<file path="src/rtl/jk_ff_monitor.sv">
// ---------------------------------------------------------------------------
// jk_ff_monitor
//
// Purpose:
//   Self-checking response monitor for a single JK flip-flop. It taps the
//   J/K values driven to the flop, observes Q/nQ, and runs its own JK model.
//   The model is seeded once from the observed Q and then runs free. Every
//   checked edge compares the model against Q and checks that nQ is the
//   complement of Q. Mismatches are pulsed, counted and latched.
//
// Parameters:
//   LATENCY      clock edges between a J/K sample and the Q edge reflecting it (1..4)
//   CNT_W        width of every counter; counters saturate at all-ones
//   STOP_ON_ERR  1: freeze in HALT on the first error until clr or reset
//
// Optional feature:
//   JK_FF_MONITOR_COVER_EN  when defined, builds per-JK-code coverage counters.
//   When undefined, the cov_* ports stay and are tied to 0.
//
// Ports:
//   clk          rising-edge clock shared with the observed flop
//   rst_n        asynchronous active-low reset
//   en           checking enable; 0 returns the monitor to IDLE (except from HALT)
//   clr          synchronous clear of counters and sticky flag; forces IDLE
//   j, k         J/K as driven to the observed flop
//   q, nq        observed Q and nQ
//   exp_q        model-predicted Q
//   err_pulse    registered one-cycle mismatch indication
//   err_sticky   latched error flag
//   err_count    number of erroring checked edges
//   check_count  number of checked edges
//   state        00 IDLE, 01 SYNC, 10 CHECK, 11 HALT
//   cov_hold/cov_rst/cov_set/cov_tgl  checked edges per JK code 00/01/10/11
//   cov_done     all four coverage counters non-zero
// ---------------------------------------------------------------------------
module jk_ff_monitor #(
    parameter int LATENCY     = 1,
    parameter int CNT_W       = 16,
    parameter int STOP_ON_ERR = 0
) (
    input  logic             clk,
    input  logic             rst_n,
    input  logic             en,
    input  logic             clr,
    input  logic             j,
    input  logic             k,
    input  logic             q,
    input  logic             nq,
    output logic             exp_q,
    output logic             err_pulse,
    output logic             err_sticky,
    output logic [CNT_W-1:0] err_count,
    output logic [CNT_W-1:0] check_count,
    output logic [1:0]       state,
    output logic [CNT_W-1:0] cov_hold,
    output logic [CNT_W-1:0] cov_rst,
    output logic [CNT_W-1:0] cov_set,
    output logic [CNT_W-1:0] cov_tgl,
    output logic             cov_done
);

    typedef enum logic [1:0] {
        ST_IDLE  = 2'b00,
        ST_SYNC  = 2'b01,
        ST_CHECK = 2'b10,
        ST_HALT  = 2'b11
    } state_t;

    // Saturating increment: counters stick at all-ones instead of wrapping.
    function automatic logic [CNT_W-1:0] sat_inc(input logic [CNT_W-1:0] v);
        logic [CNT_W-1:0] r;
        if (&v) begin
            r = v;
        end else begin
            r = v + CNT_W'(1);
        end
        return r;
    endfunction

    // JK next-state rule: 00 hold, 01 reset, 10 set, 11 toggle.
    function automatic logic jk_next(input logic [1:0] jk, input logic x);
        logic r;
        case (jk)
            2'b00:   r = x;
            2'b01:   r = 1'b0;
            2'b10:   r = 1'b1;
            default: r = ~x;
        endcase
        return r;
    endfunction

    logic [1:0] jk_now;
    logic [1:0] jk_sel;

    assign jk_now = {j, k};

    // J/K alignment: the model must use the J/K value that the observed Q
    // edge actually reflects, i.e. the one sampled LATENCY-1 edges ago.
    generate
        if (LATENCY <= 1) begin : g_no_pipe
            assign jk_sel = jk_now;
        end else begin : g_pipe
            logic [1:0] jk_pipe_q [LATENCY-1];
            logic [1:0] jk_pipe_d [LATENCY-1];

            always_comb begin
                jk_pipe_d[0] = jk_now;
                for (int i = 1; i < LATENCY - 1; i++) begin
                    jk_pipe_d[i] = jk_pipe_q[i-1];
                end
            end

            always_ff @(posedge clk or negedge rst_n) begin
                if (!rst_n) begin
                    for (int i = 0; i < LATENCY - 1; i++) begin
                        jk_pipe_q[i] <= 2'b00;
                    end
                end else begin
                    jk_pipe_q <= jk_pipe_d;
                end
            end

            assign jk_sel = jk_pipe_q[LATENCY-2];
        end
    endgenerate

    state_t           state_q,       state_d;
    logic             model_q,       model_d;
    logic             err_pulse_q,   err_pulse_d;
    logic             err_sticky_q,  err_sticky_d;
    logic [CNT_W-1:0] err_count_q,   err_count_d;
    logic [CNT_W-1:0] check_count_q, check_count_d;
    logic             mismatch;

    // Wrong Q against the model, or nQ not the complement of Q.
    assign mismatch = (q != model_q) || (nq == q);

    always_comb begin
        state_d       = state_q;
        model_d       = model_q;
        err_pulse_d   = 1'b0;
        err_sticky_d  = err_sticky_q;
        err_count_d   = err_count_q;
        check_count_d = check_count_q;

        if (clr) begin
            // Clear beats everything, including a mismatch on the same edge.
            state_d       = ST_IDLE;
            err_sticky_d  = 1'b0;
            err_count_d   = '0;
            check_count_d = '0;
        end else if (!en && (state_q != ST_HALT)) begin
            // The in-flight edge is dropped unchecked.
            state_d = ST_IDLE;
        end else begin
            case (state_q)
                ST_IDLE: begin
                    state_d = ST_SYNC;
                end
                ST_SYNC: begin
                    // Seed the model from the observed Q; no check this edge.
                    model_d = jk_next(jk_sel, q);
                    state_d = ST_CHECK;
                end
                ST_CHECK: begin
                    check_count_d = sat_inc(check_count_q);
                    if (mismatch) begin
                        err_count_d  = sat_inc(err_count_q);
                        err_pulse_d  = 1'b1;
                        err_sticky_d = 1'b1;
                        if (STOP_ON_ERR != 0) begin
                            state_d = ST_HALT;
                        end
                    end
                    // Free-running: never resync to q, so a stuck flop keeps erroring.
                    model_d = jk_next(jk_sel, model_q);
                end
                default: begin
                    // HALT holds everything until clr or reset.
                    state_d = ST_HALT;
                end
            endcase
        end
    end

    always_ff @(posedge clk or negedge rst_n) begin
        if (!rst_n) begin
            state_q       <= ST_IDLE;
            model_q       <= 1'b0;
            err_pulse_q   <= 1'b0;
            err_sticky_q  <= 1'b0;
            err_count_q   <= '0;
            check_count_q <= '0;
        end else begin
            state_q       <= state_d;
            model_q       <= model_d;
            err_pulse_q   <= err_pulse_d;
            err_sticky_q  <= err_sticky_d;
            err_count_q   <= err_count_d;
            check_count_q <= check_count_d;
        end
    end

    assign state       = state_q;
    assign exp_q       = model_q;
    assign err_pulse   = err_pulse_q;
    assign err_sticky  = err_sticky_q;
    assign err_count   = err_count_q;
    assign check_count = check_count_q;

`ifdef JK_FF_MONITOR_COVER_EN
    logic [CNT_W-1:0] cov_q [4];
    logic [CNT_W-1:0] cov_d [4];
    logic             cov_edge;

    // Same qualification as a counted check: CHECK state, enabled, not cleared.
    assign cov_edge = (state_q == ST_CHECK) && en && !clr;

    always_comb begin
        for (int i = 0; i < 4; i++) begin
            cov_d[i] = cov_q[i];
        end
        if (clr) begin
            for (int i = 0; i < 4; i++) begin
                cov_d[i] = '0;
            end
        end else if (cov_edge) begin
            cov_d[jk_sel] = sat_inc(cov_q[jk_sel]);
        end
    end

    always_ff @(posedge clk or negedge rst_n) begin
        if (!rst_n) begin
            for (int i = 0; i < 4; i++) begin
                cov_q[i] <= '0;
            end
        end else begin
            cov_q <= cov_d;
        end
    end

    assign cov_hold = cov_q[0];
    assign cov_rst  = cov_q[1];
    assign cov_set  = cov_q[2];
    assign cov_tgl  = cov_q[3];
    assign cov_done = (|cov_q[0]) && (|cov_q[1]) && (|cov_q[2]) && (|cov_q[3]);
`else
    assign cov_hold = '0;
    assign cov_rst  = '0;
    assign cov_set  = '0;
    assign cov_tgl  = '0;
    assign cov_done = 1'b0;
`endif

endmodule
</file>
<file path="config.mk">
export PLATFORM = sky130hd
export DESIGN_NAME = jk_ff_monitor
export DESIGN_NICKNAME = d
export VERILOG_FILES = /design/src/rtl/jk_ff_monitor.sv
export SDC_FILE = /design/constraint.sdc
export NUM_CORES = 1
export LEC_CHECK = 0
export ABC_AREA = 0
export CORE_MARGIN = 2
export CORE_UTILIZATION = 35
export CTS_CLUSTER_SIZE = 40
export DETAILED_ROUTE_END_ITERATION = 7
export PLACE_DENSITY = 0.77
export SETUP_SLACK_MARGIN = 0.4
export SYNTH_ARGS = -nofsm -noshare
export SYNTH_HDL_FRONTEND = slang
export SYNTH_SLANG_ARGS = --single-unit
</file>
<file path="constraint.sdc">
create_clock -name clk -period 2.98 [get_ports clk]
set_input_delay 0.894 -clock clk [delete_from_list [all_inputs] [get_ports clk]]
set_output_delay 0.894 -clock clk [all_outputs]
set_load 0.01 [all_outputs]
</file>
# == Word-level counts from Yosys, hierarchy flattened ==
# Index checks and enable logic that the tools add are counted.
# Widths: inputs -> output; s select.
# word_totals
register_bits,37
# op_classes
add_sub_neg,2
eq_ne,12
n_mux,23
bitwise_logic,4
reduce_logical,14
# op_table
op,n
$mux 16,9
$add 16x1->16 const B,2
$reduce_and 16->1,2
$ne 2x2->1 const B,5
$mux 1,8
$reduce_and 4->1,2
$pmux 1 s3,2
$pmux 2 s3,1
$reduce_and 3->1,2
$reduce_bool 2->1,3
$eq 2x1->1 const B,2
$eq 2x2->1 const B,2
$logic_not 2->1,2
$mux 2,2
$not 1->1,4
$ne 3x3->1 const B,1
$pmux 1 s2,1
$eq 1x1->1,1
$logic_and 1x1->1,1
$logic_not 1->1,1
$logic_or 1x1->1,1
$ne 1x1->1,1

# == Longest topological paths before layout ==
# Gate-level depths: netlist of the first run.
# depth
depth_word,6
depth_mapped,9
ltp_nobuf,6

# == Least setup slack after synthesis of the first run ==
# No wires, ideal clock.
# synth_timing
path_type,input -> register
startpoint,input port nq
endpoint,"register err_count_q[10], in the netlist err_count[10]"
setup_time_ns,0.125
t_arrival_ns,2.148
required_time_ns,2.855
path_slack_ns,0.708
stages,5
path_buffers,1
path_cell_list,nor3b_1 > or3_1 > buf_2 > nor4_1 > mux2_2
# synth_between
elab_chain_cells,4
# synth_lines
element,line,text
start: declaration,48,"input logic nq,"
$eq 1x1->1,136,assign mismatch = (q != model_q) || (nq == q);
$logic_or 1x1->1,136,
$reduce_bool 2->1 (no line),-,
$reduce_and 4->1 (no line),-,
end signal: assignment,199,err_count_q <= err_count_d;
end: declaration,131,"logic [CNT_W-1:0] err_count_q, err_count_d;"
# Every way passes these cells.
# A chain may end at the register's enable or synchronous reset.

# == Worst setup path after layout of the first run ==
# Same ends and word-level chain as after synthesis.

==> run summary, run 1 <==
WL/cell -> 13.0 um
worst-case clock buffer depth -> 2
first-pass GRT wire length -> 9900 um
largest family of logic cells by synthesized area -> simple AND/OR/NAND/NOR gates
starting density of the core -> 36.4%
Vias -> 2278
setup TNS -> 0 ns
Synth Warn # -> 0
nets -> 369
Clk Latency, worst-skew pair -> 0.30 ns
HP Class -> reg -> reg
WP data arrival -> 2.68 ns
die width -> 91.1 um
H-tree depth -> 2
number of global-route vias before repair -> 2102
final clock skew -> 0.0125 ns
startpoint types -> primary input
crit path kind -> in -> reg
Crit Reg-Reg Endpoint -> err_count[10]
clock root cell -> clkbuf_8
hold path depth -> 2
xor-xnor portion of the synthesized cell area -> 2.64%
Vias per Instance -> 5.03
final hold violation count -> 0
complex-gate fraction of the synthesized area -> 13.6%
grt total ovfl -> 0
Final period util -> 83.9%
outcome -> completed
final setup margin -> 0.480 ns
cell taking the most area after synthesis -> dfrtp_1
Seq/Total Area, Yosys -> 34.8%
full die area -> 8310 um2
clk sink count -> 37
worst-case reg-to-reg path depth -> 6
RSZ-0062 raised after global routing -> no
Max Clk Rate -> 400 MHz
port bufs -> 44
clk slew on worst S/H paths -> 0.07 ns
clock share of power -> 39.2%
Core ar. -> 7290 um2
ratio of cells with drive above 1 in the final layout -> 6.78%
drc violations -> 0
Post-synth EDFFs -> 0
remaining antenna violation count -> 0
IO Pins -> 110
Post-Route WL -> 5890 um
ANT cells -> 0
Worst R2R Setup Slack -> 0.69 ns
ys flop type -> dfrtp_1
critical hold path startpoint -> err_sticky
post-synthesis mux area share -> 1.60%
DR pass1 iterations -> 4
GRT Util Overall -> 14.3%
sequential power share -> 48.2%
largest net degree at the start of global routing -> 38
Mapped Area -> 2660 um2
max-cap violations -> 0
Mean Syn Cell Area -> 8.71 um2
Setup crit end kind -> flop
Synth async-reset ratio -> 100%
CTS tree -> built
post-synth top area share -> 34.8%
switch share -> 26.4%
initial antenna violation count -> 0
CTS buffer count -> 5
leakage -> 1.29 nW
Core Rows -> 31
dpl ws -> 0.0457 ns
area share of fa/ha/maj cells after synthesis -> 3.30%
register bit total from synthesis -> 37
Worst Path Required -> 3.16 ns
worst hold endpoint -> err_sticky
Pint -> 0.800 mW
leading cell type in the layout, fill and taps excluded -> conb_1
Critical Path Fanout Max -> 12
Pwr Density -> 350 nW/um2
Setup-failing EPs final -> 0
CP Launch Point -> nq
most frequent cells in the layout -> 65 x conb_1, 44 x clkdlybuf4s50_1, 37 x dfrtp_1
Gate Count Post-Synth -> 305
Net Sw Power -> 0.287 mW
fillers -> 725
Syn-to-layout area delta -> 17.0%
dpl hpwl -> 4260 um
library cells used by synthesis -> 48
fin. max-slew vios -> 0
synth top area cells -> dfrtp_1 35%, buf_4 19%, a21oi_1 4.5%
Tmin final -> 2.50 ns
Comb power frac -> 12.6%
GPL Wtd Cong -> 0.844
Simple-Gate Fraction of Synth Area -> 22.1%
VDD IR max -> 0.000225 V
Initial DRC Count -> 119
Die Ht -> 91.1 um
r2r startpoint -> state[0]
==> routing by layer <==
layer  wire length, um  track usage (%)
met3               398             3.73
met1              2490             18.4
met4                56             4.80
met2              2950             23.3
met5                 0                0
==> logic make-up after synthesis <==
group           Yosys count
mux                       4
other cells               1
flops                    37
buf+inv                  88
simple gates            107
xor+xnor                  8
compound gates           53
fa+ha+maj                 7
==> worst max-delay path by stage <==
stage                          endpoint
after global routing      err_count[10]
after CTS                 err_count[10]
after global placement    err_count[10]
after floorplan           err_count[10]
after detailed placement  err_count[10]
final                     err_count[10]
==> state kept, by name (all words and copies together), names as in the netlist <==
register / count
check_count: 16
err_count: 16
state: 2
err_pulse: 1
err_sticky: 1
exp_q: 1
==> synthesized netlist by cell type (2+ instances only) <==
master and n:
buf_4 66, dfrtp_1 37, a21oi_1 24, nor2_1 20, nand2_1 14, nand3_1 13
inv_1 12, nor3_1 11, nand4_1 10, nor4_1 10, clkbuf_1 7, ha_1 7
xnor2_1 5, a311oi_1 4, and4_1 4, nor2b_1 4, o21ai_0 4, or4_1 4
and2_1 3, and3_1 3, nor3b_1 3, o31ai_1 3, xor2_1 3, a221oi_1 2
a31oi_1 2, a41o_1 2, a41oi_1 2, buf_2 2, mux2_2 2, mux2i_1 2
o21a_1 2, or3_1 2
==> metrics by stage <==
step	utilization, %	hold slack (ns)	total power, mW	instance area (um2)	std cells
2_1_floorplan	-	0.535	0.676	2900	369
3_3_place_gp	41.2	0.506	0.664	3000	446
3_5_place_dp	41.2	0.506	0.669	3000	446
4_1_cts	42.7	0.522	1.10	3110	453
5_1_grt	42.7	0.552	1.14	3110	453
6_report	42.7	0.508	1.09	3110	453
==> timing repair <==
item	4_1_cts	5_1_grt
hold buffers	0	0
resized for setup	1	0
setup endpoints to repair	2	0
setup buffers	0	0
==> final cells by class <==
type                            instances  area, um2  area share [%]
Inverter                               12       45.0            1.45
Clock buffer                            5       68.8            2.21
Sequential cell                        37        926            29.8
Tap cell                               99        124            3.98
Timing Repair Buffer                   54        515            16.6
Clock inverter                          2       35.0            1.13
Multi-Input combinational cell        244       1400            44.9
==> power groups by stage <==
stage          Clock [mW]  Sequential, mW  Combinational [mW]
2_1_floorplan           0           0.535               0.141
3_3_place_gp            0           0.532               0.132
3_5_place_dp            0           0.534               0.135
4_1_cts             0.437           0.524               0.136
5_1_grt             0.465           0.525               0.153
6_report            0.427           0.524               0.137
==> critical path: stages <==
cell,delay [ns]
clkdlybuf4s50_1,0.48
and3b_1,0.21
or3_4,0.40
nor4_1,0.32
mux2_2,0.36
No activity file was read; power rests on OpenSTA's default activity.
==> inputs of run 2 (changes only) <==
--- a/config.mk
+++ b/config.mk
@@ -10,7 +10,7 @@
 export CORE_UTILIZATION = 35
 export CTS_CLUSTER_SIZE = 40
 export DETAILED_ROUTE_END_ITERATION = 7
-export PLACE_DENSITY = 0.77
+export PLACE_DENSITY = 0.79
 export SETUP_SLACK_MARGIN = 0.4
 export SYNTH_ARGS = -nofsm -noshare
 export SYNTH_HDL_FRONTEND = slang
==> constraint.sdc (replaced) <==
create_clock -name clk -period 2.09 [get_ports clk]
set_input_delay 0.627 -clock clk [delete_from_list [all_inputs] [get_ports clk]]
set_output_delay 0.627 -clock clk [all_outputs]
set_load 0.01 [all_outputs]
==> run summary, run 2 (synthesized netlist as in run 1, its figures left out) <==
fin area -> 3930 um2
Setup crit end kind -> flop
Comb power frac -> 17.0%
grt total ovfl -> 0
Final period util -> 90.7%
Core Rows -> 31
die width -> 91.1 um
Vias -> 2518
remaining antenna violation count -> 0
hold_ws -> 0.537 ns
Core ar. -> 7290 um2
r2r startpoint -> err_count[8]
leading cell type in the layout, fill and taps excluded -> conb_1
first-pass GRT wire length -> 11700 um
Worst Path Required -> 2.32 ns
VDD IR max -> 0.000296 V
H-tree depth -> 2
drc violations -> 0
sequential power share -> 43.2%
clk sink count -> 37
worst-case clock buffer depth -> 2
Max Clk Rate -> 528 MHz
RSZ-0062 raised after global routing -> yes
dpl hpwl -> 4340 um
Pwr Density -> 435 nW/um2
crit path kind -> reg -> reg
Inst Count DP -> 455
switch share -> 28.0%
Pint -> 1.23 mW
hold path depth -> 2
Die Ht -> 91.1 um
DR pass1 iterations -> 4
final hold violation count -> 0
Worst R2R Setup Slack -> 0.20 ns
clock share of power -> 39.8%
WL/cell -> 15.0 um
fin. max-slew vios -> 0
nets -> 430
GPL Wtd Cong -> 0.842
Vias per Instance -> 4.89
Critical Path Fanout Max -> 7
Post-Route WL -> 7710 um
most frequent cells in the layout -> 65 x conb_1, 59 x buf_4, 27 x dlygate4sd2_1
GRT Util Overall -> 17.2%
leakage -> 1.81 nW
startpoint types -> flop
port bufs -> 44
clock root cell -> clkbuf_8
worst hold endpoint -> err_sticky
Setup-failing EPs final -> 0
post-route insts no fill -> 515
ratio of cells with drive above 1 in the final layout -> 37.3%
IO Pins -> 110
initial antenna violation count -> 0
full die area -> 8310 um2
Core Util, Final -> 53.9%
largest net degree at the start of global routing -> 38
starting density of the core -> 36.4%
number of global-route vias before repair -> 2452
final setup margin -> 0.195 ns
overall power -> 1.71 mW
Initial DRC Count -> 122
worst-case reg-to-reg path depth -> 6
WP data arrival -> 2.13 ns
HP Class -> reg -> reg
final clock skew -> 0.0109 ns
max-cap violations -> 0
clk slew on worst S/H paths -> 0.08 ns
setup TNS -> 0 ns
Tmin final -> 1.89 ns
dpl ws -> -0.473 ns
outcome -> completed
ANT cells -> 0
placed cell areas -> 3150 um2
critical hold path startpoint -> err_sticky
Crit Reg-Reg Endpoint -> err_count[9]
Net Sw Power -> 0.479 mW
Clk Latency, worst-skew pair -> 0.31 ns
Syn-to-layout area delta -> 47.8%
CTS tree -> built
CTS buffer count -> 5
-- run 2: worst max-delay path by stage --
stage	endpoint	slack, ns	startpoint	cells after the start
after floorplan	err_count[10]	0.11	nq	5
after global placement	err_count[10]	-0.45	nq	6
after detailed placement	err_count[10]	-0.47	q	6
after CTS	err_count[10]	0.13	state[0]	7
after global routing	err_count[9]	0.11	err_count[8]	6
final	err_count[9]	0.20	err_count[8]	6
-- run 2: power by group through the flow --
stage	registers, mW	logic (mW)	clock network (mW)
global placement	0.760	0.205	0
detailed placement	0.761	0.209	0
floorplan	0.764	0.204	0
CTS	0.738	0.253	0.690
finish	0.739	0.291	0.680
global route	0.739	0.316	0.724
-- run 2: worst max-delay path, stage by stage, from the launching register on --
cell and delay [ns]:
dfrtp_2 0.46, nand4_1 0.16, buf_4 0.20, nor4_4 0.07, clkdlybuf4s15_2 0.29, or4_1 0.49
a21oi_1 0.14
-- run 2: routing by layer --
metal / up-vias / part of all wire (%) / track usage (%)
li1: 1184 / - / -
met3: 10 / 5.2 / 4.23
met1: 1233 / 39 / 20.2
met2: 91 / 54 / 31.0
met5: - / 0 / 0
met4: 0 / 1.7 / 5.30
-- run 2: cell type report --
cell class,count,area [um2]
Fill cell,642,3360
Tap cell,99,124
Clock buffer,6,82.6
Timing Repair Buffer,115,990
Sequential cell,37,947
Clock inverter,2,37.5
Inverter,12,45.0
Multi-Input combinational cell,244,1700
-- run 2: repair_timing --
action,CTS,global route
pin swaps,19,16
setup buffers,35,15
hold buffers,0,0
gates resized for setup,91,52
setup endpoints to repair,65,47
cloned,1,1
